<file path="src/rtl/sum_accumulator.sv">
// Accumulates COUNT incoming sums (or fewer on flush) into one total and
// presents it with a sample count and wrap flag under a valid/ready handshake.
module sum_accumulator #(
   parameter int IN_WIDTH  = 5,
   parameter int ACC_WIDTH = 12,
   parameter int COUNT     = 8
) (
   input  logic                 clock,
   input  logic                 reset_n,
   input  logic                 in_valid,
   input  logic [IN_WIDTH-1:0]  in_sum,
   output logic                 in_ready,
   input  logic                 flush,
   output logic                 out_valid,
   input  logic                 out_ready,
   output logic [ACC_WIDTH-1:0] out_acc,
   output logic [7:0]           out_cnt,
   output logic                 out_ovf
);

   typedef enum logic {ACCUM = 1'b0, HOLD = 1'b1} state_t;

   state_t               state_q, state_d;
   logic [ACC_WIDTH-1:0] acc_q, acc_d;
   logic [7:0]           cnt_q, cnt_d;
   logic                 ovf_q, ovf_d;
   logic                 out_valid_q, out_valid_d;
   logic [ACC_WIDTH-1:0] out_acc_q, out_acc_d;
   logic [7:0]           out_cnt_q, out_cnt_d;
   logic                 out_ovf_q, out_ovf_d;

   logic                 accept;
   logic                 done;
   logic [ACC_WIDTH:0]   sum_ext;
   logic [ACC_WIDTH-1:0] acc_nxt;
   logic [7:0]           cnt_nxt;
   logic                 ovf_nxt;

   // in_ready depends on state alone so it never combinationally loops back
   // through the upstream valid logic.
   assign in_ready  = (state_q == ACCUM);
   assign out_valid = out_valid_q;
   assign out_acc   = out_acc_q;
   assign out_cnt   = out_cnt_q;
   assign out_ovf   = out_ovf_q;

   always_comb begin
      accept  = in_valid && (state_q == ACCUM);
      sum_ext = {1'b0, acc_q} + {{(ACC_WIDTH + 1 - IN_WIDTH){1'b0}}, in_sum};
      acc_nxt = acc_q;
      cnt_nxt = cnt_q;
      ovf_nxt = ovf_q;
      if (accept) begin
         acc_nxt = sum_ext[ACC_WIDTH-1:0];
         cnt_nxt = cnt_q + 8'd1;
         ovf_nxt = ovf_q | sum_ext[ACC_WIDTH];
      end
      // A flush only closes a block that holds at least one sample, counting
      // a sample accepted on the same edge.
      done = (state_q == ACCUM) &&
             ((accept && (cnt_nxt == 8'(COUNT))) ||
              (flush && (cnt_nxt != 8'd0)));
   end

   always_comb begin
      state_d     = state_q;
      acc_d       = acc_nxt;
      cnt_d       = cnt_nxt;
      ovf_d       = ovf_nxt;
      out_valid_d = out_valid_q;
      out_acc_d   = out_acc_q;
      out_cnt_d   = out_cnt_q;
      out_ovf_d   = out_ovf_q;
      case (state_q)
         ACCUM: begin
            if (done) begin
               out_acc_d   = acc_nxt;
               out_cnt_d   = cnt_nxt;
               out_ovf_d   = ovf_nxt;
               out_valid_d = 1'b1;
               acc_d       = '0;
               cnt_d       = '0;
               ovf_d       = 1'b0;
               state_d     = HOLD;
            end
         end
         HOLD: begin
            if (out_valid_q && out_ready) begin
               out_valid_d = 1'b0;
               state_d     = ACCUM;
            end
         end
         default: state_d = ACCUM;
      endcase
   end

   always_ff @(posedge clock or negedge reset_n) begin
      if (!reset_n) begin
         state_q     <= ACCUM;
         acc_q       <= '0;
         cnt_q       <= '0;
         ovf_q       <= 1'b0;
         out_valid_q <= 1'b0;
         out_acc_q   <= '0;
         out_cnt_q   <= '0;
         out_ovf_q   <= 1'b0;
      end else begin
         state_q     <= state_d;
         acc_q       <= acc_d;
         cnt_q       <= cnt_d;
         ovf_q       <= ovf_d;
         out_valid_q <= out_valid_d;
         out_acc_q   <= out_acc_d;
         out_cnt_q   <= out_cnt_d;
         out_ovf_q   <= out_ovf_d;
      end
   end

endmodule
</file>
<file path="config.mk">
export PLATFORM = sky130hd
export DESIGN_NAME = sum_accumulator
export DESIGN_NICKNAME = d
export VERILOG_FILES = /design/src/rtl/sum_accumulator.sv
export SDC_FILE = /design/constraint.sdc
export NUM_CORES = 1
export LEC_CHECK = 0
export CAP_MARGIN = 20
export CORE_MARGIN = 1
export CORE_UTILIZATION = 60
export CTS_CLUSTER_SIZE = 10
export DETAILED_ROUTE_END_ITERATION = 10
export DONT_BUFFER_PORTS = 1
export PLACE_DENSITY = 0.87
export SYNTH_ARGS = -nofsm -noshare
export SYNTH_HDL_FRONTEND = slang
export SYNTH_SLANG_ARGS = --single-unit
</file>
<file path="constraint.sdc">
create_clock -name clock -period 3.7 [get_ports clock]
set_input_delay 0.37 -clock clock [delete_from_list [all_inputs] [get_ports clock]]
set_output_delay 0.37 -clock clock [all_outputs]
set_load 0.02 [all_outputs]
</file>
Word-level counts from Yosys, hierarchy flattened
Index checks and enable logic that the tools add are counted.
W data, S select, Z words.
{"block": "word_totals", "register_bits": 44, "out_inout_bits": 23, "in_bits": 10, "word_cells": 39}
{"block": "op_classes", "n_reduce_logical": 9, "add_sub_neg": 2, "n_bitwise": 2, "eq_ne": 3, "mux": 15}
{"operator": "$mux W12", "n": 3}
{"operator": "$mux W8", "n": 3}
{"operator": "$add A12 B5 Y13", "n": 1}
{"operator": "$add A8 B1 Y8 const B", "n": 1}
{"operator": "$eq A8 B4 Y1 const B", "n": 1}
{"operator": "$reduce_bool A8 Y1", "n": 1}
{"operator": "$mux W1", "n": 7}
{"operator": "$logic_and A1 B1 Y1", "n": 5}
{"operator": "$ne A2 B1 Y1 const B", "n": 2}
{"operator": "$pmux W1 S2", "n": 2}
{"operator": "$reduce_and A2 Y1", "n": 2}
{"operator": "$logic_or A1 B1 Y1", "n": 1}
{"operator": "$not A1 Y1", "n": 1}
{"operator": "$or A1 B1 Y1", "n": 1}

Longest topological paths before layout
Gate-level depths: netlist of run 1.
{"block": "depth", "ltp_word": 9, "ltp_mapped": 9, "ltp_nobuf": 9}

Least setup slack after synthesis of run 1
OpenSTA, ideal clock, no wires.
{"block": "synth_path", "path_kind": "register -> register", "from": "reg cnt_q[0]", "to": "reg state_q", "n_path_buf": 2, "setup_ps": 118, "required_time_ps": 3582, "t_arrival_ps": 2332, "slack_ps": 1250, "synth_period_minus_slack_ps": 2450, "path_stages_with_launch": 10, "cell_sequence": "dfrtp_1 > ha_1 > and4b_4 > a211o_1 > a222oi_1 > a21oi_2 > and2_4 > buf_6 > buf_2 > a21o_1"}
{"block": "synth_between", "elab_chain_len": 8, "word_cells_on_any_way": 10, "cone_classes": "1 x add/sub; 1 x eq/ne; 3 x mux; 5 x reduce/logical"}
{"element": "start, declared", "line_no": "25", "source": "logic [7:0] cnt_q, cnt_d;"}
{"element": "start signal, assigned", "line_no": "110", "source": "cnt_q <= cnt_d;"}
{"element": "$add A8 B1 Y8", "line_no": "55", "source": "cnt_nxt = cnt_q + 8'd1;"}
{"element": "$mux W8 *", "line_no": "53", "source": "if (accept) begin"}
{"element": "$eq A8 B4 Y1 / $reduce_bool A8 Y1 (equally long branches)", "line_no": "61, 62"}
{"element": "$logic_and A1 B1 Y1, on equally long branches", "line_no": "61, 62"}
{"element": "$logic_or A1 B1 Y1 *", "line_no": "61", "source": "((accept && (cnt_nxt == 8'(COUNT))) ||"}
{"element": "$logic_and A1 B1 Y1 *", "line_no": "60", "source": "done = (state_q == ACCUM) &&"}
{"element": "$mux W1 *", "line_no": "76", "source": "if (done) begin"}
{"element": "$pmux W1 S2 *", "line_no": "74", "source": "case (state_q)"}
{"element": "via state_d", "line_no": "23", "source": "state_t state_q, state_d;"}
{"element": "end signal, assigned", "line_no": "108", "source": "state_q <= state_d;"}
{"element": "end, declared", "line_no": "23"}
The timed path passes the listed nets; every way through them passes the cells marked *.
A chain may end at the register's enable or synchronous reset.

Worst setup path after layout of run 1
{"block": "layout_path", "from": "reg cnt_q[0]", "to": "reg out_acc_q[2], in the netlist out_acc[2]"}
{"block": "layout_between", "elab_chain_len": 7, "word_cells_on_any_way": 9, "cone_classes": "1 x add/sub; 1 x eq/ne; 1 x mux; 6 x reduce/logical"}
{"element": "$add A8 B1 Y8", "line_no": "55"}
{"element": "$mux W8 *", "line_no": "53"}
{"element": "$eq A8 B4 Y1 / $reduce_bool A8 Y1 (equally long branches)", "line_no": "61, 62"}
{"element": "$logic_and A1 B1 Y1, on equally long branches", "line_no": "61, 62"}
{"element": "$logic_or A1 B1 Y1 *", "line_no": "61"}
{"element": "$logic_and A1 B1 Y1 *", "line_no": "60"}
{"element": "$reduce_and A2 Y1 (no line) *"}
{"element": "end signal, assigned", "line_no": "113", "source": "out_acc_q <= out_acc_d;"}
{"element": "end, declared", "line_no": "28", "source": "logic [ACC_WIDTH-1:0] out_acc_q, out_acc_d;"}
Every way passes the cells marked *; elsewhere a longest branch is shown, timed or not.

==> key figures, run 1 <==
Logic synthesis
  • Synth top area share: 50.8%
  • Syn_area_per_cell: 10.4 sq um
  • Synth area leaders: dfrtp_1 (51%), mux2i_1 (6.5%), a21oi_1 (5.8%)
  • Cell area after synthesis: 0.00217 sq mm
  • Post-synth EDFFs: 0
  • Distinct cell type count after synthesis: 36
  • FF+latch count, synth: 44
  • Synthesized instance count: around 210
  • Synth warn: 0
  • Post-synth top area cell: dfrtp_1
  • Post-synthesis net count: roughly 230
  • Commonest register cell after synthesis: dfrtp_1
  • Ys async rst share: 100%
  • Sequential area share after synthesis: 50.8%

Layout
  • Share of post-route cells with drive strength above 1: 6.19%
  • Fillers: 254
  • P&R area growth vs syn: 5.83%
  • Most common cell after layout, fill and taps aside: dfrtp_1
  • Antenna cells: 0
  • NumNets Final: ~230
  • Most frequent cells in the layout: dfrtp_1 (44), a21oi_1 (25), nor2_1 (22)

Pwr
  • Leakage: 1.10 nW
  • Power after layout: 1.79 mW
  • Pwr Density: roughly 780 mW/mm^2
  • VDD IR max: about 0.00055 V

Setup path
  • CP max FO: 43
  • Worst EP required: between 3000 and 4000 ps
  • Worst EP arrival: 3240 ps
  • CP Launch Type: flop
  • WS Path Type: reg -> reg
  • Critical Path Slowest Stage Cell: and2_4
  • CP bufs+invs: 0
  • Worst path max stage delay: 540 ps
  • Crit path depth: 7
  • Cells on worst reg2reg path: 7
  • Crit. End Element: flop
  • Crit-path leading delay family: compound AO/OA/AOI/OAI gates
  • CP Cell Sequence: ha_1 > and4b_4 > a211o_1 > a222oi_1 > a21o_1 > and2_4 > mux2i_1

Drt
  • Met3 routed wirelength: 184 um
  • Iter 0 DRT Violations: between 70 and 80
  • Initial DRT Pass Iterations: 4
  • Routed wl met2: 1.65 mm
  • Via density: 5.57
  • Routed wire length: 3.68 mm
  • Antenna Nets Post-Route: 0
  • DRC: 0
  • Met1 wire length: 1.80 mm
  • Per-cell routed wire length: 14.4 um
  • Top Metal Used: met4
  • Via count: 1425

Global routing
  • Global-route wire length before repair: 6.40 mm
  • Vias in the first global route: about 1400
  • Gr usage total: 21.8%
  • Grt total ovfl: 0
  • Antenna violations before repair: 0
  • Largest net degree at the start of global routing: 45

Clock network
  • Clock Tree Root: clkbuf_4
  • Worst-path clk slew: 120 ps
  • Clk buf depth: 2
  • CTS Sinks: between 40 and 50
  • Clk Latency, worst-skew pair: 340 ps
  • CTS tree: done
  • Number of gates resized after CTS: 0
  • TritonCTS Buffers: 5
  • Post-CTS Setup Bufs: 0
  • Max H-tree Level: 2

Timing
  • Final setup TNS: 0 ps
  • RSZ-0062 raised after global routing: false
  • Crit path time final: 2970 ps
  • Worst relative slew slack: between 60% and 70%
  • Setup Skew: around 5.6 ps
  • Peak Freq: 337 MHz
  • Worst Tran Pin Value: around 500 ps
  • Period utilisation layout: 80.3%
  • Slew Limit Fails: 0
  • Final hold violations: 0
  • Final setup violation count: 0

Die
  • Die W: 62.1 um
  • Total die area: 0.00386 sq mm
  • Die height: 62.1 um
  • I/O pin cnt: 33
  • Core footprint: around 0.0034 sq mm
  • Row cnt: 21
  • Initial Util: a little under two thirds

Run status
  • Status: completed

Placement
  • Final GP Congestion: 0.978
  • IO Port Bufs: 0
  • Post-DP HPWL: 2.52 mm

Job
  • Max Cap Viol: 0

Hold path
  • Hold Crit Class: in -> reg
  • Hold path depth: 2
routing by layer:
| metal | global-route usage (%) | vias up |
|---|---|---|
| met2 | 33.5 | 31 |
| met4 | 8.72 | 0 |
| met3 | 7.17 | 5 |
| met1 | 28.7 | 670 |
| li1 | - | 719 |
| met5 | 0 | - |
final timing paths:
path | end | start | slack [ps]
setup / recovery | out_acc[2] | cnt_q[0] | 730
hold / removal | out_valid | out_ready | 190
setup reg to reg | out_acc[2] | cnt_q[0] | 730
hold reg to reg | ovf_q | ovf_q | 510
max in group asynchronous | acc_q[3] | reset_n | 3030
min in group asynchronous | out_cnt[6] | reset_n | 470
flip-flops by register name, summed over array words and instances (netlist names):
signal,flops
cnt_q,8
out_ovf,1
out_cnt,8
state_q,1
out_acc,12
out_valid,1
acc_q,12
ovf_q,1
report_power, final:
| group | internal [mW] | switching (mW) |
|---|---|---|
| registers | 0.629 | 0.243 |
| clock network | 0.179 | 0.145 |
| logic | 0.243 | 0.353 |
area by class of cell:
cell class	instances	area (sq um)	share of cell area [%]
clock inverters	1	30.0	1.31
flip-flops and latches	44	1100	48.0
well taps	46	57.6	2.51
repair buffers	2	30.0	1.31
inverters	20	75.1	3.27
multi-input cells	136	935	40.8
clock buffers	7	65.1	2.84
Yosys cell counts (all sizes together), types with 6 or more instances:
| master | count |
|---|---|
| nor2 | 22 |
| mux2i | 14 |
| buf | 6 |
| ha | 6 |
| xnor2 | 6 |
| a21o | 6 |
| dfrtp | 44 |
| a21oi | 26 |
| nand2 | 6 |
| xor2 | 9 |
| inv | 20 |
metrics by stage:
stage          setup slack (ps)  instance area (sq um)  utilization, %  hold slack [ps]  instances
2_1_floorplan              1250                   2170               -             74.4        208
3_3_place_gp                887                   2170            64.0             75.4        246
3_5_place_dp                752                   2170            64.0             75.1        246
4_1_cts                     736                   2290            67.7              174        256
5_1_grt                     546                   2290            67.7              170        256
6_report                    729                   2290            67.7              189        256
repair_timing:
| action | in CTS | in global routing |
|---|---|---|
| endpoints found under the setup margin | 0 | 0 |
| hold buffers | 2 | 0 |
| hold endpoints to repair | 44 | 0 |
cell families (layout without fill, tap and decap cells):
| logic type | after synthesis | in the layout | synth area share [%] |
|---|---|---|---|
| adder cells (fa/ha/maj) | 7 | 7 | 4.39 |
| multiplexers | 14 | 14 | 6.47 |
| XOR/XNOR | 15 | 15 | 6.06 |
| flip-flops | 44 | 44 | 50.8 |
| AO/OA/AOI/OAI | 48 | 48 | 13.7 |
| AND/OR/NAND/NOR | 52 | 52 | 12.5 |
| buffers and inverters | 28 | 30 | 6.06 |
Note: power is estimated with default switching activity, not from simulation.
==> run 2: changes to the inputs <==
--- a/config.mk
+++ b/config.mk
@@ -7,11 +7,11 @@
 export LEC_CHECK = 0
 export CAP_MARGIN = 20
 export CORE_MARGIN = 1
-export CORE_UTILIZATION = 60
+export CORE_UTILIZATION = 56
 export CTS_CLUSTER_SIZE = 10
 export DETAILED_ROUTE_END_ITERATION = 10
 export DONT_BUFFER_PORTS = 1
-export PLACE_DENSITY = 0.87
+export PLACE_DENSITY = 0.85
 export SYNTH_ARGS = -nofsm -noshare
 export SYNTH_HDL_FRONTEND = slang
 export SYNTH_SLANG_ARGS = --single-unit
==> constraint.sdc (replaced) <==
create_clock -name clock -period 2.45 [get_ports clock]
set_input_delay 0.245 -clock clock [delete_from_list [all_inputs] [get_ports clock]]
set_output_delay 0.245 -clock clock [all_outputs]
set_load 0.02 [all_outputs]
==> key figures, run 2 (same netlist as run 1, synthesis figures left out) <==
Timing
  • Peak Freq: roughly 430 MHz
  • Crit path time final: approximately 2300 ps
  • RSZ-0062 raised after global routing: false
  • Final WS setup: between 100 and 150 ps
  • Final hold violations: 0
  • Worst Tran Pin Value: 373 ps
  • Setup Skew: 7.05 ps
  • Final setup violation count: 0
  • Slew Limit Fails: 0
  • Worst relative slew slack: 75.1%
  • Period utilisation layout: 94.0%

Placement
  • Area after DPL: 0.00222 sq mm
  • Pre-CTS setup slack: -71.9 ps
  • IO Port Bufs: 0
  • Post-DP HPWL: 2.70 mm
  • Final GP Congestion: 0.867

Setup path
  • Crit. End Element: flop
  • CP max FO: 11
  • Crit-path leading delay family: compound AO/OA/AOI/OAI gates
  • CP bufs+invs: 0
  • Cells on worst reg2reg path: 7
  • Reg2Reg Launch Point: cnt_q[1]
  • Worst r2r dst: out_cnt[2]
  • Critical Path Slowest Stage Cell: dfrtp_1
  • Worst path max stage delay: roughly 400 ps
  • Worst EP required: between 2000 and 3000 ps
  • CP Launch Type: flop
  • WS Path Type: reg -> reg
  • CP Cell Sequence: ha_1 > and4b_4 > a211o_1 > a222oi_1 > a21o_1 > and2_4 > mux2i_1
  • Worst EP arrival: 2520 ps
  • Worst reg-to-reg setup slack: 150 ps

Hold path
  • Hold EP: out_valid
  • Hold Crit Class: in -> reg
  • Hold path depth: 2
  • HP Start: out_ready

Drt
  • Top Metal Used: met4
  • Met3 routed wirelength: 316 um
  • Iter 0 DRT Violations: 82
  • DRC: 0
  • Via density: 5.75
  • Via count: 1536
  • Routed wl met2: about 2 mm
  • Initial DRT Pass Iterations: 4
  • Routed wire length: ~4.2 mm
  • Antenna Nets Post-Route: 0
  • Met1 wire length: 1.85 mm
  • Per-cell routed wire length: 15.7 um

Clock network
  • Clk Latency, worst-skew pair: 300 ps
  • Clock Tree Root: clkbuf_8
  • TritonCTS Buffers: 5
  • Post-CTS Setup Bufs: 0
  • Clk buf depth: 2
  • CTS tree: done
  • Max H-tree Level: 2
  • CTS Sinks: 44
  • Worst-path clk slew: 80 ps

Layout
  • P&R area growth vs syn: 9.24%
  • Most common cell after layout, fill and taps aside: dfrtp_1
  • Most frequent cells in the layout: dfrtp_1 (44), a21oi_1 (25), nor2_1 (22)
  • Final Util: 64.2%
  • Share of post-route cells with drive strength above 1: 10.0%
  • NumNets Final: around 240
  • Final Cell Area: 0.00237 sq mm
  • Antenna cells: 0
  • Fillers: slightly above 300

Die
  • Die height: 64.2 um
  • Initial Util: 58.8%
  • I/O pin cnt: 33
  • Core footprint: 0.00369 sq mm
  • Row cnt: 22
  • Total die area: a little over 0.004 sq mm
  • Die W: 64.2 um

Global routing
  • Gr usage total: 23.8%
  • Global-route wire length before repair: ~7.3 mm
  • Antenna violations before repair: 0
  • Grt total ovfl: 0
  • Largest net degree at the start of global routing: 45
  • Vias in the first global route: around 1600

Pwr
  • VDD IR max: approximately 0.00064 V
  • Leakage: approximately 1.1 nW
  • Pwr Density: between 1000 and 1500 mW/mm^2

Job
  • Max Cap Viol: 0

Run status
  • Status: completed
-- run 2: cell types whose count changed in the layout (fill, tap and decap cells not counted), sizes merged --
cell,delta
and2,+2
buf,+7
bufinv,-1
clkbuf,-1
clkinvlp,+2
-- run 2: area by class of cell --
cell class	instances	area, sq um	share of cell area [%]
well taps	48	60.1	2.54
repair buffers	9	82.6	3.49
multi-input cells	138	951	40.2
clock inverters	2	15.0	0.634
clock buffers	6	82.6	3.49
flip-flops and latches	44	1100	46.5
inverters	20	75.1	3.17
-- run 2: repair_timing --
item | 4_1_cts | 5_1_grt
gates cloned | 1 | 1
pin swaps | 0 | 2
hold buffers | 2 | 0
gates resized for setup | 0 | 1
setup endpoints to repair | 17 | 38
hold endpoints to repair | 44 | 0
-- run 2: worst max path at each step --
stage | depth (start not counted) | end | start
final | 7 | out_cnt[2] | cnt_q[1]
after global routing | 7 | out_cnt[2] | cnt_q[0]
after CTS | 7 | out_cnt[2] | cnt_q[1]
after detailed placement | 7 | out_cnt[2] | cnt_q[0]
after global placement | 7 | out_cnt[3] | cnt_q[0]
after floorplan | 9 | state_q | cnt_q[0]
-- run 2: layer usage --
| layer | global-route usage [%] | vias up |
|---|---|---|
| met1 | 28.8 | 749 |
| met4 | 9.44 | 0 |
| met2 | 37.4 | 46 |
| met3 | 10.2 | 8 |
| met5 | 0 | - |
| li1 | - | 733 |
-- run 2: power by group --
part / total, mW / switching, mW / internal [mW]
clock: 0.477 / 0.249 / 0.228
combinational: 1.07 / 0.613 / 0.453
sequential: 1.29 / 0.337 / 0.951
total: 2.83 / 1.20 / 1.63
-- run 2: stage by stage --
step	hold slack [ps]	instances	TNS [ps]	power [mW]
after CTS	110	266	0	2.83
after floorplan	-50.6	208	0	2.08
after global routing	115	267	0	3.04
final	115	267	0	2.83
after detailed placement	-49.9	255	-540	2.30
after global placement	-49.8	255	0	2.25
